$ cat src/rtl/pal_cfg_loader.sv
// pal_cfg_loader: serial configuration loader for the PAL fuse array.
//
// Bits arrive LSB-first over a valid/ready handshake into a shadow shift
// register. When the word is complete, it is copied in one step into the
// active register that drives the PAL planes. The planes therefore keep
// evaluating the old configuration until the new one is committed.
//
// Optional feature (macro PAL_CFG_PARITY_EN): one trailing even-parity bit is
// accepted after the data bits. If the parity check fails, cfg_err is set and
// nothing is committed. When the macro is undefined, cfg_err is tied to 0.
//
// Ports:
//   clk          rising-edge clock
//   rst          asynchronous active-high reset
//   cfg_start    one-cycle pulse that starts or restarts a load
//   cfg_bit      serial data bit
//   cfg_valid    cfg_bit is valid this cycle
//   cfg_ready    loader accepts a bit this cycle (SHIFT / PARITY)
//   cfg_busy     load in progress (state != IDLE)
//   cfg_done     one-cycle pulse, high in the first cycle the new word is visible
//   cfg_err      sticky parity error (cleared by cfg_start or reset)
//   fuses_out    active fuse word driving the PAL planes
//   fuses_valid  fuses_out holds a committed configuration

module pal_cfg_loader #(
    parameter int unsigned FUSE_BITS = 64
) (
    input  logic                 clk,
    input  logic                 rst,
    input  logic                 cfg_start,
    input  logic                 cfg_bit,
    input  logic                 cfg_valid,
    output logic                 cfg_ready,
    output logic                 cfg_busy,
    output logic                 cfg_done,
    output logic                 cfg_err,
    output logic [FUSE_BITS-1:0] fuses_out,
    output logic                 fuses_valid
);

    localparam int unsigned      CNT_W    = $clog2(FUSE_BITS + 1);
    localparam logic [CNT_W-1:0] LAST_CNT = CNT_W'(FUSE_BITS - 1);

    typedef enum logic [1:0] {
        StIdle   = 2'd0,
        StShift  = 2'd1,
        StParity = 2'd2,
        StCommit = 2'd3
    } state_t;

    state_t               state_q, state_d;
    logic [FUSE_BITS-1:0] shadow_q, shadow_d;
    logic [FUSE_BITS-1:0] active_q, active_d;
    logic [CNT_W-1:0]     cnt_q, cnt_d;
    logic                 fvalid_q, fvalid_d;
    logic                 done_q, done_d;
`ifdef PAL_CFG_PARITY_EN
    logic                 par_q, par_d;
    logic                 err_q, err_d;
`endif

    always_ff @(posedge clk or posedge rst) begin
        if (rst) begin
            state_q  <= StIdle;
            shadow_q <= '0;
            active_q <= '0;
            cnt_q    <= '0;
            fvalid_q <= 1'b0;
            done_q   <= 1'b0;
`ifdef PAL_CFG_PARITY_EN
            par_q    <= 1'b0;
            err_q    <= 1'b0;
`endif
        end else begin
            state_q  <= state_d;
            shadow_q <= shadow_d;
            active_q <= active_d;
            cnt_q    <= cnt_d;
            fvalid_q <= fvalid_d;
            done_q   <= done_d;
`ifdef PAL_CFG_PARITY_EN
            par_q    <= par_d;
            err_q    <= err_d;
`endif
        end
    end

    always_comb begin
        state_d   = state_q;
        shadow_d  = shadow_q;
        active_d  = active_q;
        cnt_d     = cnt_q;
        fvalid_d  = fvalid_q;
        done_d    = 1'b0;
        cfg_ready = 1'b0;
`ifdef PAL_CFG_PARITY_EN
        par_d     = par_q;
        err_d     = err_q;
`endif
        unique case (state_q)
            StIdle: begin
                if (cfg_start) begin
                    state_d = StShift;
                    cnt_d   = '0;
`ifdef PAL_CFG_PARITY_EN
                    par_d   = 1'b0;
                    err_d   = 1'b0;
`endif
                end
            end
            StShift: begin
                cfg_ready = 1'b1;
                if (cfg_start) begin
                    // Restart: the bit presented alongside cfg_start is dropped.
                    cnt_d = '0;
`ifdef PAL_CFG_PARITY_EN
                    par_d = 1'b0;
`endif
                end else if (cfg_valid) begin
                    shadow_d = {cfg_bit, shadow_q[FUSE_BITS-1:1]};
                    cnt_d    = cnt_q + CNT_W'(1);
`ifdef PAL_CFG_PARITY_EN
                    par_d    = par_q ^ cfg_bit;
                    if (cnt_q == LAST_CNT) state_d = StParity;
`else
                    if (cnt_q == LAST_CNT) state_d = StCommit;
`endif
                end
            end
`ifdef PAL_CFG_PARITY_EN
            StParity: begin
                cfg_ready = 1'b1;
                if (cfg_start) begin
                    state_d = StShift;
                    cnt_d   = '0;
                    par_d   = 1'b0;
                end else if (cfg_valid) begin
                    if ((par_q ^ cfg_bit) == 1'b0) begin
                        state_d = StCommit;
                    end else begin
                        err_d   = 1'b1;
                        state_d = StIdle;
                    end
                end
            end
`endif
            StCommit: begin
                active_d = shadow_q;
                fvalid_d = 1'b1;
                done_d   = 1'b1;
                state_d  = StIdle;
            end
            default: state_d = StIdle;
        endcase
    end

    assign cfg_busy    = (state_q != StIdle);
    assign cfg_done    = done_q;
    assign fuses_out   = active_q;
    assign fuses_valid = fvalid_q;
`ifdef PAL_CFG_PARITY_EN
    assign cfg_err     = err_q;
`else
    assign cfg_err     = 1'b0;
`endif

endmodule

$ cat config.mk
export PLATFORM = sky130hd
export DESIGN_NAME = pal_cfg_loader
export DESIGN_NICKNAME = d
export VERILOG_FILES = /design/src/rtl/pal_cfg_loader.sv
export SDC_FILE = /design/constraint.sdc
export NUM_CORES = 1
export LEC_CHECK = 0
export CAP_MARGIN = 20
export CORE_UTILIZATION = 30
export CTS_CLUSTER_DIAMETER = 40
export CTS_CLUSTER_SIZE = 14
export DETAILED_ROUTE_END_ITERATION = 10
export GPL_TIMING_DRIVEN = 0
export PLACE_DENSITY = 0.48
export SYNTH_ARGS = -nofsm -noshare
export SYNTH_HDL_FRONTEND = slang
export SYNTH_SLANG_ARGS = --single-unit
$ cat constraint.sdc
create_clock -name clk -period 9.5 [get_ports clk]
set_input_delay 1.425 -clock clk [delete_from_list [all_inputs] [get_ports clk]]
set_output_delay 1.425 -clock clk [all_outputs]
set_load 0.005 [all_outputs]
==> impl_metrics.csv <==
group,metric,value,unit
worst_setup_path,crit_path_end_kind,"output port",
worst_setup_path,critPathLaunch,"state_q[1]$_DFFE_PP0P_",
cells_and_area,fin_nets,425,
route,first_pass_iters,4,
timing,fin_crit_sh,0.342,
die,die_area,18200,um^2
synthesis,syn_area,5300,um^2
synthesis,synth_fp_nets,333,
synthesis,synth_area_leader_cell,"dfrtp_1",
cells_and_area,final_common_cell,"dfrtp_1",
worst_setup_path,cp_slowest_stage_delay,0.49,ns
synthesis,synth_cell_types,26,
global_routing,grt_max_degree,78,
worst_setup_path,critPathSlowestCell,"clkdlybuf4s50_1",
cells_and_area,n_fill_cell,1667,
timing,min_period,3.25,ns
status,outcome,"finished, final reports clean",
cells_and_area,final_area,7040,um^2
placement,gp_congestion,0.721,
cells_and_area,diodes,0,
worst_setup_path,worstSetupPathType,"flip-flop to output port",
power_and_ir_drop,leakagePower,3.38,nW
synthesis,yosys_register_bits,139,
timing,worst_pin_slew,0.586,ns
worst_hold_path,hp-class,"flip-flop to flip-flop",
placement,place_ws,6.41,ns
timing,slew_viol_final,0,
synthesis,ys_seq_area_frac,0.656,
clock_network,htreeDepth,4,
worst_setup_path,cp-start-kind,"flip-flop",
worst_setup_path,cp_max_fo,10,
timing,timing.fmax,307,MHz
synthesis,postSynthCellCount,327,
cells_and_area,utilization,0.407,
clock_network,cts_resized,0,
worst_setup_path,rrSetupSlack,7.83,ns
worst_setup_path,reg2regPathDepth,4,
timing,finalHoldViolations,0,
global_routing,grt_pass1_wl,15800,um
clock_network,cts_tree,"built",
clock_network,clock-root-buffer,"clkbuf_16",
cells_and_area,instances_no_fill,657,
route,routed_wl,9260,um
route,drc,0,
worst_setup_path,r2r_start,"state_q[0]$_DFFE_PP0P_",
timing,rsz0062_at_grt,"no",
cells_and_area,synthToLayoutAreaGrowth,32.9,%
die,die_y,135,um
die,core,17300,um^2
route,ant_nets,0,
die,core.rowCount,48,
power_and_ir_drop,finalPower,1.49,mW
clock_network,cts_made_buffers,17,
global_routing,first_global_vias,3123,
worst_setup_path,crit_path_cell_trace,"clkbuf_1 > inv_1 > nand2_1 > clkdlybuf4s50_1",
route,vias,2875,
worst_setup_path,worstPathArrival,1.83,ns
cells_and_area,register_area,3480,um^2
timing,finClkSkew,0.00608,ns
timing,timing.final.ws_setup,6.25,ns
global_routing,grt_util_all_layers,0.113,
die,start_util,0.306,
placement,dpl.hpwl,6090,um
clock_network,cts_setup_buffers,0,
die,die_w,135,um
route,dr.first_iter.drc_count,61,
clock_network,numClockSinks,139,
placement,portBuffers,72,
clock_network,insertion_delay,0.41,ns
cells_and_area,mostFrequentLayoutCells,"dfrtp_1, mux2_2, clkdlybuf4s50_1",
clock_network,clockBufferDepth,2,
synthesis,synth_area_leaders,"dfrtp_1, mux2_2, buf_6, buf_2, a21oi_1",
flow_run,maxCapViolCount,0,
worst_setup_path,crit_end,"cfg_busy",
worst_setup_path,rr_endpoint,"fuses_out[58]$_DFFE_PP0P_",
cells_and_area,drive_above_1_share,0.412,
synthesis,yosysWarnings,0,
worst_setup_path,worstPathRequired,8.08,ns
timing,holdWs,0.468,ns
route,wl_per_cell,14.1,um
placement,placed_cell_area,6330,um^2
timing,relSlewSlack,0.609,
timing,finalSetupViolCount,0,
placement,placed_cells,625,
global_routing,grt_antenna_before_repair,0,
synthesis,synth.top_cell.area_share,0.656,
route,viasPerCell,4.38,
global_routing,grt.overflow.total,0,
timing,setup_tns,0,ns
clock_network,holdBufCountCts,0,
synthesis,syn_avg_cell_area,16.2,um^2
power_and_ir_drop,vdd_drop_max,0.000113,V
die,ios,74,
worst_hold_path,hold_depth,1,
cells_and_area,multi_input_area,1680,um^2
power_and_ir_drop,power.density,212,nW/um^2
clock_network,path_clk_slew,0.06,ns
## worst max-delay path: cells and delay by family, from the launching register on
family / cells / cell delay [ns]
buffers and inverters: 3 / 0.95
flip-flops: 1 / 0.39
AND/OR/NAND/NOR: 1 / 0.09
## layout make-up
cell class,instances,area share
sequential,139,0.494
inverter,5,0.00338
clock inverter,10,0.0332
tap,225,0.0400
buffer,16,0.0169
clock buffer,22,0.0673
timing repair buffer,73,0.106
multi-input combinational,167,0.239
## kinds of logic (layout without fill, tap and decap cells)
| kind of cell | Yosys count | count (layout) | synth area share |
|---|---|---|---|
| AO/OA/AOI/OAI | 13 | 13 | 0.0137 |
| flip-flops | 139 | 139 | 0.656 |
| multiplexers | 130 | 130 | 0.276 |
| AND/OR/NAND/NOR | 22 | 22 | 0.0253 |
| buffers and inverters | 21 | 126 | 0.0260 |
| other | 1 | 1 | 0.000708 |
| adder cells (fa/ha/maj) | 1 | 1 | 0.00236 |
## registers in the layout, indices dropped and copies added (netlist names)
register	count
fuses_out	64
cnt_q	7
cfg_done	1
state_q	2
fuses_valid	1
shadow_q	64
## worst min-delay path by stage
stage                          from                endpoint
2_1_floorplan  cnt_q[6]$_DFFE_PP0P_  state_q[1]$_DFFE_PP0P_
3_3_place_gp   cnt_q[6]$_DFFE_PP0P_  state_q[1]$_DFFE_PP0P_
3_5_place_dp   cnt_q[6]$_DFFE_PP0P_  state_q[1]$_DFFE_PP0P_
4_1_cts        cnt_q[6]$_DFFE_PP0P_  state_q[1]$_DFFE_PP0P_
5_1_grt        cnt_q[6]$_DFFE_PP0P_  state_q[1]$_DFFE_PP0P_
6_report       cnt_q[6]$_DFFE_PP0P_  state_q[1]$_DFFE_PP0P_
## where the power goes
group | total [mW] | internal [mW] | switching, mW
combinational | 0.0606 | 0.0337 | 0.0270
sequential | 0.646 | 0.623 | 0.0227
clock | 0.785 | 0.541 | 0.244
total | 1.49 | 1.20 | 0.293
## routing by layer
metal  share of wire  global-route usage
met5               0                   0
met1            0.47               0.145
met2            0.47               0.174
met3           0.045              0.0413
met4           0.016              0.0468
## synth_stat cells
master,n
a21o_1,1
a21oi_1,5
and4bb_2,1
buf_2,8
buf_4,1
buf_6,6
clkbuf_1,1
conb_1,1
dfrtp_1,139
ha_1,1
inv_1,4
inv_2,1
mux2_2,128
mux2i_1,2
nand2_1,6
nand2b_1,4
nand3_1,3
nand4b_1,1
nor2_1,1
nor2b_1,1
nor4_1,1
nor4_2,1
o21ai_0,5
o31ai_1,2
or3_1,1
or4_1,2
Power figures use the tool's default switching activity.
